File: config.mk
export PLATFORM = sky130hd
export DESIGN_NAME = issue_ctrl_flat
export DESIGN_NICKNAME = d
export VERILOG_FILES = /design/src/rtl/issue_ctrl_if.sv /design/src/rtl/issue_ctrl.sv /design/src/flat_wrapper.sv
export SDC_FILE = /design/constraint.sdc
export NUM_CORES = 1
export LEC_CHECK = 0
export CAP_MARGIN = 10
export CORE_ASPECT_RATIO = 0.8
export CORE_UTILIZATION = 48
export CTS_CLUSTER_DIAMETER = 40
export CTS_CLUSTER_SIZE = 14
export DETAILED_ROUTE_END_ITERATION = 8
export PLACE_DENSITY_LB_ADDON = 0.2
export SKIP_CTS_REPAIR_TIMING = 1
export SYNTH_ARGS = -nofsm -noshare
export SYNTH_HDL_FRONTEND = slang
export SYNTH_SLANG_ARGS = --single-unit
File: constraint.sdc
create_clock -name clk -period 5.1 [get_ports clk]
set_clock_uncertainty 0.1 [all_clocks]
set_input_delay 0.765 -clock clk [delete_from_list [all_inputs] [get_ports clk]]
set_output_delay 0.765 -clock clk [all_outputs]
set_load 0.01 [all_outputs]
File: src/rtl/issue_ctrl_if.sv
// Issue-gate bundle: decoded-instruction heads and writeback returns in, issue decision out.
// Latency: not applicable (wires only).
// Backpressure: carried by backend_stall_i and the issue count fed back to the FIFO.
//
// Ports (per slot/port, index 0 = older slot / wb port 0):
//   inst_valid_i, r_reg0_i, r_reg1_i, w_reg_i, long_lat_i, mem_i, single_i : head instructions
//   backend_stall_i, flush_i                                               : pipeline control
//   wb_valid_i, wb_reg_i                                                   : long-latency writebacks
//   issue_num_o, issue_valid_o                                             : issue decision
interface issue_ctrl_if;
    logic [1:0]      inst_valid_i;
    logic [1:0][4:0] r_reg0_i;
    logic [1:0][4:0] r_reg1_i;
    logic [1:0][4:0] w_reg_i;
    logic [1:0]      long_lat_i;
    logic [1:0]      mem_i;
    logic [1:0]      single_i;
    logic            backend_stall_i;
    logic            flush_i;
    logic [1:0]      wb_valid_i;
    logic [1:0][4:0] wb_reg_i;
    logic [1:0]      issue_num_o;
    logic [1:0]      issue_valid_o;

    // master: instruction FIFO / backend side
    modport master (
        output inst_valid_i, r_reg0_i, r_reg1_i, w_reg_i, long_lat_i, mem_i, single_i,
        output backend_stall_i, flush_i, wb_valid_i, wb_reg_i,
        input  issue_num_o, issue_valid_o
    );

    // slave: the issue gate
    modport slave (
        input  inst_valid_i, r_reg0_i, r_reg1_i, w_reg_i, long_lat_i, mem_i, single_i,
        input  backend_stall_i, flush_i, wb_valid_i, wb_reg_i,
        output issue_num_o, issue_valid_o
    );
endinterface

File: src/rtl/issue_ctrl.sv
// Dual in-order issue gate with long-latency register scoreboard, outstanding limiter and perf counters.
// Latency: issue decision is combinational from the head instructions; scoreboard/counters update at posedge.
// Backpressure: backend_stall_i, flush_i or reset force zero issue; FIFO pops exactly issue_num_o entries.
//
// Ports:
//   clk, rst_n     : clock, synchronous active-low reset
//   ifc            : issue_ctrl_if.slave bundle (heads, control, writebacks, issue decision)
//   busy_o         : scoreboard snapshot, bit n = register n awaiting a long-latency result
//   outstanding_o  : long-latency results currently in flight
//   stall_cnt_o    : cycles with a valid slot0 that issued nothing
//   issue_cnt_o    : total instructions issued
module issue_ctrl #(
    parameter int  MAX_OUTSTANDING = 4,
    parameter int  PERF_WIDTH      = 32,
    localparam int OW              = $clog2(MAX_OUTSTANDING + 1)
) (
    input  logic                  clk,
    input  logic                  rst_n,
    issue_ctrl_if.slave           ifc,
    output logic [31:0]           busy_o,
    output logic [OW-1:0]         outstanding_o,
    output logic [PERF_WIDTH-1:0] stall_cnt_o,
    output logic [PERF_WIDTH-1:0] issue_cnt_o
);

    logic [31:0]           busy_q;
    logic [OW-1:0]         out_q;
    logic [PERF_WIDTH-1:0] stall_cnt_q;
    logic [PERF_WIDTH-1:0] issue_cnt_q;

    logic        s0_ok, s1_ok, pair_dep, gate, iss0, iss1;
    logic [31:0] out_ext;
    logic [31:0] clr_mask, set_mask, busy_nxt;
    logic        set0, set1, dec0, dec1;
    logic [31:0] inc_ext, dec_ext, out_nxt_ext;
    logic [1:0]  issue_num;

    assign out_ext = 32'(out_q);

    // Issue decision
    always_comb begin
        // busy_q[0] is always 0, so r0 operands never look busy
        s0_ok = ifc.inst_valid_i[0]
             && !busy_q[ifc.r_reg0_i[0]] && !busy_q[ifc.r_reg1_i[0]]
             && !busy_q[ifc.w_reg_i[0]]
             && (!ifc.long_lat_i[0] || (out_ext < 32'(MAX_OUTSTANDING)));

        // slot1 may not read or overwrite what slot0 produces in the same pair
        pair_dep = (ifc.w_reg_i[0] != 5'd0)
                && ((ifc.r_reg0_i[1] == ifc.w_reg_i[0])
                 || (ifc.r_reg1_i[1] == ifc.w_reg_i[0])
                 || (ifc.w_reg_i[1]  == ifc.w_reg_i[0]));

        s1_ok = s0_ok && ifc.inst_valid_i[1]
             && !ifc.single_i[0] && !ifc.single_i[1]
             && !(ifc.mem_i[0] && ifc.mem_i[1])
             && !pair_dep
             && !busy_q[ifc.r_reg0_i[1]] && !busy_q[ifc.r_reg1_i[1]]
             && !busy_q[ifc.w_reg_i[1]]
             && ((out_ext + 32'(ifc.long_lat_i[0]) + 32'(ifc.long_lat_i[1]))
                 <= 32'(MAX_OUTSTANDING));

        gate = rst_n && !ifc.flush_i && !ifc.backend_stall_i;
        iss0 = gate && s0_ok;
        iss1 = gate && s1_ok;

        issue_num = {iss1, iss0 && !iss1};
    end

    assign ifc.issue_num_o   = issue_num;
    assign ifc.issue_valid_o = {iss1, iss0};

    // Scoreboard next state
    always_comb begin
        clr_mask = '0;
        set_mask = '0;
        for (int k = 0; k < 2; k++) begin
            if (ifc.wb_valid_i[k] && (ifc.wb_reg_i[k] != 5'd0))
                clr_mask[ifc.wb_reg_i[k]] = 1'b1;
        end

        set0 = iss0 && ifc.long_lat_i[0] && (ifc.w_reg_i[0] != 5'd0);
        set1 = iss1 && ifc.long_lat_i[1] && (ifc.w_reg_i[1] != 5'd0);
        if (set0) set_mask[ifc.w_reg_i[0]] = 1'b1;
        if (set1) set_mask[ifc.w_reg_i[1]] = 1'b1;

        // Only writebacks that retire a real in-flight result count; a second
        // port naming the same register is the same retirement.
        dec0 = ifc.wb_valid_i[0] && (ifc.wb_reg_i[0] != 5'd0) && busy_q[ifc.wb_reg_i[0]];
        dec1 = ifc.wb_valid_i[1] && (ifc.wb_reg_i[1] != 5'd0) && busy_q[ifc.wb_reg_i[1]]
            && !(dec0 && (ifc.wb_reg_i[1] == ifc.wb_reg_i[0]));

        // set applied after clear so a same-cycle reissue keeps the bit
        busy_nxt    = (busy_q & ~clr_mask) | set_mask;
        busy_nxt[0] = 1'b0;

        inc_ext     = 32'(set0) + 32'(set1);
        dec_ext     = 32'(dec0) + 32'(dec1);
        out_nxt_ext = out_ext + inc_ext;
        if (out_nxt_ext >= dec_ext)
            out_nxt_ext = out_nxt_ext - dec_ext;
        else
            out_nxt_ext = '0;
    end

    always_ff @(posedge clk) begin
        if (!rst_n) begin
            busy_q      <= '0;
            out_q       <= '0;
            stall_cnt_q <= '0;
            issue_cnt_q <= '0;
        end else begin
            if (ifc.flush_i) begin
                busy_q <= '0;
                out_q  <= '0;
            end else begin
                busy_q <= busy_nxt;
                out_q  <= OW'(out_nxt_ext);
            end
            issue_cnt_q <= issue_cnt_q + PERF_WIDTH'(issue_num);
            if (ifc.inst_valid_i[0] && (issue_num == 2'd0))
                stall_cnt_q <= stall_cnt_q + 1'b1;
        end
    end

    assign busy_o        = busy_q;
    assign outstanding_o = out_q;
    assign stall_cnt_o   = stall_cnt_q;
    assign issue_cnt_o   = issue_cnt_q;

endmodule

File: src/flat_wrapper.sv
// flat-port wrapper written by rule: the top's interface ports become plain ports
module issue_ctrl_flat 
#(
    parameter int  MAX_OUTSTANDING = 4,
    parameter int  PERF_WIDTH      = 32,
    localparam int OW              = $clog2(MAX_OUTSTANDING + 1)
)
  (clk, rst_n, busy_o, outstanding_o, stall_cnt_o, issue_cnt_o, ifc_inst_valid_i, ifc_r_reg0_i, ifc_r_reg1_i, ifc_w_reg_i, ifc_long_lat_i, ifc_mem_i, ifc_single_i, ifc_backend_stall_i, ifc_flush_i, ifc_wb_valid_i, ifc_wb_reg_i, ifc_issue_num_o, ifc_issue_valid_o);
  issue_ctrl_if ifc_i ();
  input  logic clk;
  input  logic rst_n;
  output logic [31:0] busy_o;
  output logic [OW-1:0] outstanding_o;
  output logic [PERF_WIDTH-1:0] stall_cnt_o;
  output logic [PERF_WIDTH-1:0] issue_cnt_o;
  input wire logic [$bits(ifc_i.inst_valid_i)-1:0] ifc_inst_valid_i;
  input wire logic [$bits(ifc_i.r_reg0_i)-1:0] ifc_r_reg0_i;
  input wire logic [$bits(ifc_i.r_reg1_i)-1:0] ifc_r_reg1_i;
  input wire logic [$bits(ifc_i.w_reg_i)-1:0] ifc_w_reg_i;
  input wire logic [$bits(ifc_i.long_lat_i)-1:0] ifc_long_lat_i;
  input wire logic [$bits(ifc_i.mem_i)-1:0] ifc_mem_i;
  input wire logic [$bits(ifc_i.single_i)-1:0] ifc_single_i;
  input wire logic [$bits(ifc_i.backend_stall_i)-1:0] ifc_backend_stall_i;
  input wire logic [$bits(ifc_i.flush_i)-1:0] ifc_flush_i;
  input wire logic [$bits(ifc_i.wb_valid_i)-1:0] ifc_wb_valid_i;
  input wire logic [$bits(ifc_i.wb_reg_i)-1:0] ifc_wb_reg_i;
  output wire logic [$bits(ifc_i.issue_num_o)-1:0] ifc_issue_num_o;
  output wire logic [$bits(ifc_i.issue_valid_o)-1:0] ifc_issue_valid_o;
  assign ifc_i.inst_valid_i = ifc_inst_valid_i;
  assign ifc_i.r_reg0_i = ifc_r_reg0_i;
  assign ifc_i.r_reg1_i = ifc_r_reg1_i;
  assign ifc_i.w_reg_i = ifc_w_reg_i;
  assign ifc_i.long_lat_i = ifc_long_lat_i;
  assign ifc_i.mem_i = ifc_mem_i;
  assign ifc_i.single_i = ifc_single_i;
  assign ifc_i.backend_stall_i = ifc_backend_stall_i;
  assign ifc_i.flush_i = ifc_flush_i;
  assign ifc_i.wb_valid_i = ifc_wb_valid_i;
  assign ifc_i.wb_reg_i = ifc_wb_reg_i;
  assign ifc_issue_num_o = ifc_i.issue_num_o;
  assign ifc_issue_valid_o = ifc_i.issue_valid_o;
  issue_ctrl #(.MAX_OUTSTANDING(MAX_OUTSTANDING), .PERF_WIDTH(PERF_WIDTH)) u_core (.clk(clk), .rst_n(rst_n), .ifc(ifc_i), .busy_o(busy_o), .outstanding_o(outstanding_o), .stall_cnt_o(stall_cnt_o), .issue_cnt_o(issue_cnt_o));
endmodule
== Word-level counts from Yosys, hierarchy flattened ==
Index checks and enable logic that the tools add are counted.
Cells by class
  magnitude comparators: 15
  bitwise gates (word level): 7
  reductions and logical operators: 60
  equality and inequality tests: 4
  add/sub/neg operators: 8
  muxes and demuxes: 28
Operator list (number)
  32-bit two-way mux: 4
  32-bit OR: 3
  5-bit by 6-bit < comparator with 1-bit output, second input constant: 8
  1-bit binary-select mux with 5-bit select: 8
  1-bit logical AND: 35
  32-bit by 1-bit adder with 32-bit output: 1
  32-bit by 1-bit adder with 32-bit output, second input constant: 1
  32-bit by 2-bit adder with 32-bit output: 1
  32-bit bitwise AND: 1
  32-bit by 2-bit greater-or-equal comparator with 1-bit output: 1
  32-bit by 3-bit less-or-equal comparator with 1-bit output, second input constant: 1
  32-bit inverter: 1
  1-bit demux with 5-bit select: 4
  5-bit == test: 4
  5-bit by 1-bit greater-or-equal comparator with 1-bit output, second input constant: 4
  5-bit nonzero test: 4
  1-bit logical NOT: 15
  1-bit two-way mux: 12
  1-bit by 1-bit adder with 2-bit output: 2
  3-bit by 1-bit adder with 4-bit output: 1
  3-bit by 2-bit adder with 4-bit output: 1
  1-bit logical OR: 3
  3-bit < comparator, second input constant: 1
  3-bit OR reduction: 1
  4 further kinds: 5
Storage, ports and cells
  flip-flop bits (word level): 99
  input port bits: 54
  word-level logic and storage cells: 127
  output and inout bits: 103

== Depth between registers and ports, before layout ==
Gate-level depths: netlist (run 1).
  depth in word-level cells: 24
  gate-level depth with buffers: 22
  depth with buffers taken out: 21

== Worst setup path before layout (run 1) ==
Ideal clock, no wire load.
  path kind: input to register
  start: in ifc_long_lat_i[0]
  end: reg u_core.issue_cnt_q[28], in the netlist u_core.issue_cnt_o[28]
  data required time: 4.872 ns
  cell stages on the path: 22
  slack: 0.242 ns
  library setup time: 0.128 ns
  buffers on the path: 1
  arrival time: 4.631 ns
  cell sequence: ha_1 ha_1 ha_1 nor2_1 o21ai_0 a21oi_1 a21oi_1 a211o_1 nor4_1 nand4_1 clkbuf_1 and2_1 ha_1 fa_1 and3_1 nand4_1 nor2_1 nand4_1 nor2_1 nand3_1 xor2_1 nor2_1
Between the ends
  word-level cells in the longest chain between the ends: 16
  elaborated cells on any way between the ends: 20
  classes of those cells: 3 x add/sub; 1 x order compare; 16 x reduce/logical
Ends and longest elaborated chain
  from (decl): RTL line flat_wrapper.sv:20  | input wire logic [$bits(ifc_i.long_lat_i)-1:0] ifc_long_lat_i;
  parallel branches: the longest is 14 deep, another holds 32-bit by 1-bit adder with 32-bit output
  1-bit logical AND *: RTL line issue_ctrl.sv:67  | issue_num = {iss1, iss0 && !iss1};
  via ifc_issue_num_o[0]: RTL line flat_wrapper.sv:27  | output wire logic [$bits(ifc_i.issue_num_o)-1:0] ifc_issue_num_o;
  32-bit by 2-bit adder with 32-bit output *: RTL line issue_ctrl.sv:120  | issue_cnt_q <= issue_cnt_q + PERF_WIDTH'(issue_num);
  to (signal assigned): RTL line issue_ctrl.sv:120
  to (decl): RTL line issue_ctrl.sv:29  | logic [PERF_WIDTH-1:0] issue_cnt_q;
Mark *: on every way through the listed nets, which the timed path passes.
A chain may end at the register's enable or synchronous reset.

== Worst setup path after layout (run 1) ==
  start: in ifc_long_lat_i[0]
  end: out ifc_issue_num_o[0]
Between the ends
  word-level cells in the longest chain between the ends: 15
  elaborated cells on any way between the ends: 19
  classes of those cells: 2 x add/sub; 1 x order compare; 16 x reduce/logical
Ends and longest elaborated chain (RTL line)
  parallel branches: the longest is 14 deep, another holds 32-bit by 1-bit adder with 32-bit output
  1-bit logical AND *: issue_ctrl.sv:67
  to (decl): flat_wrapper.sv:27
Every way passes the cells marked *.

==> run metrics, run 1 <==
f_max between 0.2 and 0.25 GHz; synth warn 0; minimum clock period approximately 4.9 ns; final setup margin 0.205 ns; top_reg_cell synth dfxtp_1; P&R area growth vs syn 27.4%; Max Cap Violations 0; max-slew violations 0; CP max FO 4; # rows 42; synth unique cells between 60 and 70; Int Power 1240 uW; vias in the first global route just under 8k; # diodes 0; Post-Place Worst Slack -0.198 ns; wire length per cell approximately 21 um; Worst VDD drop ~0.00015 V; DRT Wirelength ~29000 um; crit-path cells clkdlybuf4s50_1, ha_1, ha_1, ha_1, nor2_1, o21ai_0, a21oi_1, a21oi_1, a211o_1, nor4_2, nand4_1, and2_4, buf_4, clkdlybuf4s50_1; Critical Path Source Type input pin; Sw Share 0.300; drt pass-1 iters 6; overall power between 1500 and 2000 uW; first-pass GRT wire length around 44000 um; Hold WC Path Type flip-flop to flip-flop; Synth Area in Simple Gates 0.254; Yosys top cell area share 0.241; # setup viols final 0; Synth area leader dfxtp_1; Flop pwr share 0.434; total grt overflow 0; Root Buffer clkbuf_16; clk buf depth 2; Worst Hold Depth 2; Fin. Hold Viols 0; Syn Nets ~1.1k; Max stage delay on crit path 0.49 ns; combinational family with the most area after synthesis simple AND/OR/NAND/NOR gates; Syn Inst Count between 900 and 1k; Power Density approximately 170 nW/um^2; GRT Util Overall 0.327; ANT nets after route 0; sequential cell area fraction in the yosys report 0.241; FFs w/ async S/R, synth 0; Static Leak approximately 0.0036 uW; slowest CP cell clkdlybuf4s50_1; Remaining DRCs 0; H-tree depth 3; CTS Buf Count 9; Avg Cell Area, Syn around 8.3 um^2; Reg2Reg Depth 18; Synth Register Bits between 90 and 100; Worst-Skew Late Latency ~0.37 ns; Synth Area in Adders 0.0243; Filler cells 1467; Area contributors post-synth dfxtp_1 (24%), mux4_2 (12%), mux2i_1 (5.3%); Top cell by count, worst path ha_1; CTS tree yes; Tcrit/Tclk final 0.960; number of flops mapped to enable cells by yosys 0; Synth Area in Compound Gates 0.156; IO buf count roughly 160; Post-layout nets about 1.2k; Psw around 530 uW; Worst Setup End Kind output pin; worst path required time between 4 and 5 ns; Reg clk slew, reported paths roughly 0.070 ns; initial antenna violation count 0; actual slew at the worst max-slew pin 0.977 ns; dpl cells approximately 1.3k; DIE AREA ~17000 um^2; proportion of synthesized area in mux cells 0.187; die width approximately 150 um; Finished Layout Cells ~1.4k; DR vias about 8.5k; Starting Density 0.491; combinational share of power 0.174; Post-Synth XOR/XNOR Area 0.0744; DRT iter0 DRCs 968; WP data arrival ~4 ns; Placer Congestion 0.999; I/O pins between 150 and 200; status finished clean; core box area 16600 um^2; vias per cell about 6.3; synthesized cell area slightly above 8000 um^2; largest net degree at the start of global routing between 60 and 70; relative slew slack 0.340; Die Y-Extent approximately 120 um; share of cells above drive strength 1 0.136; clock power share 0.392; DP Wirelength 20900 um; clk sinks between 90 and 100; CP Class input pin to output pin
[final cells by class]
| class | count | area [um^2] | share of cell area |
|---|---|---|---|
| Sequential cell | 98 | 1960 | 0.189 |
| Timing Repair Buffer | 218 | 2030 | 0.196 |
| Multi-Input combinational cell | 780 | 5700 | 0.550 |
| Clock buffer | 9 | 225 | 0.0217 |
| Inverter | 23 | 86.3 | 0.00834 |
| Clock inverter | 7 | 78.8 | 0.00761 |
| Tap cell | 220 | 275 | 0.0266 |
[logic make-up after synthesis]
group	after synthesis
DFF	98
muxes	97
xor gates and xnor gates	69
adders and majority gates	14
buffers and inverters	105
AOI/OAI and AO/OA	187
and+or+nand+nor	412
other	1
[critical path: cells and delay by family]
family                     cells  cell delay (ns)
buffers and inverters          3             1.04
adders and majority gates      3             0.83
and+or+nand+nor                4             0.84
AOI/OAI and AO/OA              4             0.55
[placed cells by master (no fill, tap or decap), types with 10 or more instances in the layout]
master             n
mux4_2            43
nand2_1           97
ha_1              10
nor3_1            12
and2_1            11
mux2_2            11
nand2b_1          15
a21oi_1           31
and3_1            18
mux2i_1           43
buf_4             63
o22ai_1           32
dfxtp_1           98
xor2_1            33
nand3_1           65
o21ai_0           16
inv_1             21
o21ai_1           27
nor2_1           105
nand4_1           19
nand3b_1          11
clkdlybuf4s50_1  153
nor2b_1           13
xnor2_1           35
a41oi_1           31
[cells in the mapped netlist (all sizes together) (11+ instances only)]
cell and instances:
mux2 11, dfxtp 98, a21oi 31, a41oi 31
inv 22, mux2i 43, nand4 19, nand3 65
xnor2 36, ha 11, o21ai 43, and2 12
nor3 13, nand3b 11, clkbuf 35, nor2 108
and3 19, nand2b 16, mux4 43, o22ai 32
nor2b 14, xor2 33, buf 47, nand2 97
[flip-flops by register name (all words and copies together) (netlist names)]
name	count
u_core.stall_cnt_o	32
u_core.busy_o	31
u_core.outstanding_o	3
u_core.issue_cnt_o	32
[layer usage]
layer / share of wire / routed length (um) / GRT usage / vias up
met5: 0 / 0 / 0 / -
met3: 0.14 / 4020 / 0.118 / 65
met4: 0.025 / 731 / 0.0966 / 0
li1: - / - / - / 3920
met2: 0.39 / 11300 / 0.430 / 532
met1: 0.44 / 12600 / 0.489 / 3953
[power by group through the flow]
stage	combinational, uW	sequential [uW]	clock (uW)
finish	309	771	697
floorplan	190	789	0
global route	329	772	738
CTS	300	771	708
detailed placement	299	789	0
global placement	296	789	0
[metrics by stage]
stage	hold WS (ns)	instance area, um^2	utilization	setup TNS (ns)
6_report	0.394	10400	0.626	0
2_1_floorplan	0.394	8130	-	0
3_5_place_dp	0.383	9990	0.603	-1.91
5_1_grt	0.412	10400	0.626	-0.0274
4_1_cts	0.393	10300	0.622	-0.0656
3_3_place_gp	0.373	9990	0.603	-0.211
[worst paths after layout]
check                                from  slack [ns]                      end
hold / removal     u_core.stall_cnt_o[31]        0.39   u_core.stall_cnt_o[31]
hold reg to reg    u_core.stall_cnt_o[31]        0.39   u_core.stall_cnt_o[31]
setup reg to reg  u_core.outstanding_o[0]        0.83  u_core.outstanding_o[1]
setup / recovery        ifc_long_lat_i[0]        0.21       ifc_issue_num_o[0]
(Power assumes the default switching activity.)
==> run 2, diff against run 1 <==
Settings changed: CORE_UTILIZATION 48 to 54, REMOVE_ABC_BUFFERS from default to 1.
Clock period 5.1 ns to 4.8 ns, I/O delays scaled along.
==> run 2 against run 1 <==
The flow now finishes with violations (DRC). Non-clock buffer count rose by 23. Largest cell class unchanged. Die area decreased by 11%. Sequential share of layout area down 0.37 points. Combinational power is 11% higher. Highest routed layer is now met5. Critical endpoint is now ifc_issue_num_o[1]. Clock power increased by 20%. Register-to-register slack worse by 0.37 ns. Sequential power up 6.4%.
==> run metrics, run 2 (same netlist as run 1, synthesis figures left out) <==
status finished, violations left (was finished clean); failing checks DRC; max-slew violations 0 (unchanged); Int Power 1440 uW (was 1240 uW); clk sinks 98 (unchanged); commonest non-fill, non-tap cell in the layout clkdlybuf4s50_1 (unchanged); Tcrit/Tclk final 0.971; DIE AREA 15500 um^2 (was 17500 um^2); Power Density 189 nW/um^2 (was 172 nW/um^2); hold path start u_core.stall_cnt_o[8] (was u_core.stall_cnt_o[31]); CTS tree yes (unchanged); Reg clk slew, reported paths 0.07 ns (about the same); Root Buffer clkbuf_16 (unchanged); Max Cap Violations 0 (unchanged); first-pass GRT wire length 45500 um (was 43800 um); core box area 14500 um^2 (was 16600 um^2); share of cells above drive strength 1 0.155 (was 0.136); P&R area growth vs syn 29.9% (was 27.4%); DRT Wirelength 29500 um (was 28700 um); worst path required time 3.98 ns (was 4.24 ns); Remaining DRCs 11 (was 0); total grt overflow 0 (unchanged); Worst Setup End Kind output pin (unchanged); initial antenna violation count 0 (unchanged); Flop pwr share 0.410 (was 0.434); Static Leak 0.00373 uW (was 0.00361 uW); # rows 39 (was 42); Worst Hold Depth 2 (unchanged); Hold Slack 0.384 ns (was 0.394 ns); minimum clock period between 4 and 5 ns; DRT iter0 DRCs 1242 (was 968); Starting Density 0.561 (was 0.491); Reg2Reg Depth 19 (was 18); Critical Path Source Type input pin (unchanged); Post-layout nets 1221 (was 1198); CP Class input pin to output pin (unchanged); drt pass-1 iters 9 (was 6); combinational share of power 0.172 (was 0.174); Post-Place Worst Slack -0.629 ns (was -0.198 ns); largest net degree at the start of global routing 59 (was 63); GRT Util Overall 0.378 (was 0.327); Fin. Hold Viols 0 (unchanged); Die Y-Extent 112 um (was 118 um); Util after Layout 0.729 (was 0.626); clock power share 0.418 (was 0.392); Worst-Skew Late Latency 0.35 ns (was 0.37 ns); Hold WC Path Type flip-flop to flip-flop (unchanged); Area after DPL 10100 um^2 (was 9990 um^2); Placer Congestion 1.04 (was 0.999); most frequent cells in the layout clkdlybuf4s50_1 (154), nor2_1 (105), dfxtp_1 (98) (was clkdlybuf4s50_1 (153), nor2_1 (105), dfxtp_1 (98)); reg2reg setup slack 0.46 ns (was 0.83 ns); f_max between 0.2 and 0.25 GHz; DP Wirelength 21600 um (was 20900 um); ANT nets after route 0 (unchanged); worst r2r src u_core.outstanding_o[0] (unchanged); vias per cell 6.64 (was 6.25); IO buf count 155 (unchanged); Psw 556 uW (was 533 uW); vias in the first global route 8314 (was 7684); crit path launch rst_n (was ifc_long_lat_i[0]); Sw Share 0.278 (was 0.300); WP data arrival 3.84 ns (was 4.03 ns); Critical R2R Capture u_core.outstanding_o[1] (unchanged); actual slew at the worst max-slew pin 1.18 ns (was 0.977 ns); Worst setup endpoint ifc_issue_num_o[1] (was ifc_issue_num_o[0]); CTS Buf Count 9 (unchanged); die width 139 um (was 147 um); # setup viols final 0 (unchanged); DR vias 8917 (was 8470); CP max FO 4 (unchanged); relative slew slack 0.201 (was 0.340); H-tree depth 3 (unchanged); # diodes 0 (unchanged); wire length per cell 22.0 um (was 21.2 um); Finished Cell Area 10600 um^2 (was 10400 um^2); final setup margin 0.137 ns (was 0.205 ns); Worst VDD drop 0.000169 V (was 0.000152 V); clk buf depth 2 (unchanged); I/O pins 157 (unchanged)
==> run 2: final cells by class <==
| cell class | count | area, um^2 |
|---|---|---|
| clock buffer | 10 | 239 |
| clock inverter | 6 | 100 |
| fill | 1137 | 3930 |
| inverter | 23 | 86.3 |
| multi-input combinational | 780 | 5730 |
| sequential | 98 | 1960 |
| tap | 184 | 230 |
| timing repair buffer | 241 | 2210 |
==> run 2: worst min path at each step <==
stage	end	slack, ns
detailed placement	u_core.stall_cnt_o[31]	0.37
global route	u_core.stall_cnt_o[10]	0.41
floorplan	u_core.stall_cnt_o[8]	0.39
global placement	u_core.stall_cnt_o[8]	0.37
CTS	u_core.stall_cnt_o[8]	0.39
finish	u_core.stall_cnt_o[8]	0.38
==> run 2: layer usage <==
layer  up-vias  share of wire  global-route usage
li1       3961              -                   -
met1      4151           0.40               0.525
met2       680           0.41               0.549
met3       123           0.15               0.118
met4         2          0.038               0.141
met5         -        0.00068                   0
==> run 2: worst max-delay path, stage by stage <==
cell,delay [ns]
clkdlybuf4s50_1,0.54
and2b_1,0.18
nand2b_2,0.09
a2111oi_2,0.39
buf_4,0.17
nand4_1,0.10
a211o_1,0.26
nor4_2,0.27
nand4_1,0.12
buf_4,0.18
nor2b_4,0.15
buf_4,0.14
clkdlybuf4s50_1,0.53
==> run 2: power groups by stage <==
stage | Clock, uW | Sequential (uW) | Combinational [uW]
after global routing | 872 | 820 | 364
final | 835 | 820 | 344
after detailed placement | 0 | 839 | 327
after global placement | 0 | 839 | 322
after floorplan | 0 | 839 | 136
after CTS | 834 | 820 | 329
==> run 2: per-stage QoR <==
step / std cells / setup TNS, ns / power (uW)
4_1_cts: 1341 / -8.50 / 1980
6_report: 1342 / 0 / 2000
5_1_grt: 1342 / -0.227 / 2060
3_3_place_gp: 1325 / -6.95 / 1160
2_1_floorplan: 901 / -20.56 / 975
3_5_place_dp: 1325 / -10.49 / 1170
==> RTL edit (config.mk and constraints of run 2) <==
`PERF_WIDTH` is set to 32 in 2 places; all go to 24.
--- a/src/rtl/issue_ctrl.sv
+++ b/src/rtl/issue_ctrl.sv
@@ -12,5 +12,5 @@
 module issue_ctrl #(
     parameter int  MAX_OUTSTANDING = 4,
-    parameter int  PERF_WIDTH      = 32,
+    parameter int  PERF_WIDTH      = 24,
     localparam int OW              = $clog2(MAX_OUTSTANDING + 1)
 ) (
--- a/src/flat_wrapper.sv
+++ b/src/flat_wrapper.sv
@@ -3,5 +3,5 @@
 #(
     parameter int  MAX_OUTSTANDING = 4,
-    parameter int  PERF_WIDTH      = 32,
+    parameter int  PERF_WIDTH      = 24,
     localparam int OW              = $clog2(MAX_OUTSTANDING + 1)
 )
Ports: changed (resized issue_cnt_o and stall_cnt_o); port bits go from 157 to 141. The function was not compared with the original's and may differ.
==> RTL edit against run 2 <==
  * Setup slack lost 42 ps
  * Largest power group unchanged
  * Area after synthesis shrank 10%
  * Via count shrank 8.0%
  * Final area shrank 8.2%
  * Power shrank 15%
  * Wire length shrank 9.1%
  * Synthesized cell count shrank 9.6%
  * Sequential cell count shrank 16
==> RTL edit: results (changes against run 2) <==
* Worst Hold Endpoint: u_core.stall_cnt_o[23]
* Result of the run: completed
* M3 GR Usage at 14.3% (+2.5 points)
* Hold_ws at 382 ps (-2.53 ps)
* Final weighted congestion in routability-driven placement at 1.06 (+2.5%)
* Ratio of routed vias to standard cells at 6.65 (+0.13%)
* Met1 GRT Util at 50.5% (-2.0 points)
* Setup slack, reg-to-reg at 520 ps (+60 ps)
* Hold path startpoint: u_core.stall_cnt_o[23]
* Number of design-rule violations left by the first detailed-router iteration at 1,339 (+7.8%)
* Overall Global Routing Usage at 38.2% (+0.32 points)
* Sequential-to-total area share from yosys stat at 22.5% (-1.7 points)
* Share of cells above drive strength 1 at 18.7% (+3.2 points)
* Worst Path Max Fanout at 33 (+29)
* Number of global-route vias before repair at 7,461 (-10%)
* Final-stage net count at 1,121 (-8.2%)
* Static Leakage at 3.37 nW (-9.5%)
* Placed Instance Area at 9290 sq um (-8.4%)
* Global routing usage on met2 at 55.3% (+0.41 points)
* Largest vdd supply drop at 0.178 mV (+5.5%)
* Wire length of the first global-routing pass at 41,200 um (-9.5%)
* Cell types with the largest area share after synthesis: sky130_fd_sc_hd__dfxtp_1 (22%), sky130_fd_sc_hd__mux4_2 (16%), sky130_fd_sc_hd__nand3_1 (4.5%)
* Post-detailed-routing wire length at 26,800 um (-9.1%)
* Port buffer count at 139 (-10%)
* Worst slew pin tran at 1150 ps (-26.6 ps)
* Start of the worst register-to-register path: u_core.busy_o[28]
-- RTL edit: cell type report --
class                      instances  area, sq um
multi-input combinational        706         5310
fill                             982         3320
timing repair buffer             233         2140
sequential                        82         1640
clock buffer                       9          225
tap                              175          219
inverter                          21         78.8
clock inverter                     7         73.8
-- RTL edit: worst max path at each step --
stage / from / to / slack [ps] / cells past startpoint
3_5_place_dp: ifc_long_lat_i[0] / u_core.outstanding_o[1] / -340 / 17
4_1_cts: ifc_long_lat_i[0] / ifc_issue_num_o[1] / -30 / 12
3_3_place_gp: ifc_r_reg0_i[0] / u_core.outstanding_o[1] / -170 / 16
6_report: ifc_r_reg0_i[0] / ifc_issue_valid_o[1] / 100 / 11
5_1_grt: ifc_r_reg0_i[0] / ifc_issue_valid_o[1] / -6 / 11
2_1_floorplan: ifc_long_lat_i[0] / u_core.outstanding_o[1] / -190 / 16
-- RTL edit: power by group --
| group | internal (mW) | total [mW] | switching [mW] | leakage (nW) |
|---|---|---|---|---|
| clock | 0.371 | 0.704 | 0.333 | 0.148 |
| sequential | 0.683 | 0.687 | 0.00405 | 0.661 |
| combinational | 0.146 | 0.311 | 0.165 | 2.57 |
| total | 1.20 | 1.70 | 0.502 | 3.37 |
-- RTL edit: logic make-up (layout without fill, tap and decap cells) --
group / Yosys count / after routing / share of synthesized area (%)
AND/OR/NAND/NOR: 374 / 374 / 27.2
XOR/XNOR: 43 / 43 / 5.16
other: 1 / 1 / 0.0514
flip-flops: 82 / 82 / 22.5
multiplexers: 84 / 84 / 20.4
buffers and inverters: 101 / 270 / 6.02
AO/OA/AOI/OAI: 190 / 190 / 15.9
adder cells (fa/ha/maj): 14 / 14 / 2.71
-- RTL edit: routing by layer --
metal  routed length [um]  vias to the layer above  part of all wire [%]
met5                    0                        -                     0
met4                 1340                        0                   5.0
li1                     -                     3670                     -
met3                 3970                      138                    15
met2                11200                      618                    42
met1                10300                     3777                    39
-- RTL edit: through the flow --
step           utilization [%]  std cells  power, mW  setup WS [ps]
4_1_cts                   73.7       1232       1.69          -27.9
2_1_floorplan                -        809      0.816           -193
3_5_place_dp              71.4       1216       1.00           -338
3_3_place_gp              71.4       1216      0.997           -170
5_1_grt                   74.5       1233       1.76          -5.77
6_report                  74.5       1233       1.70           95.8
-- RTL edit: worst min-delay path: stages (launching register included) --
cell                      delay [ps]
sky130_fd_sc_hd__dfxtp_1         320
sky130_fd_sc_hd__nand2_1          50
sky130_fd_sc_hd__mux2i_1          60
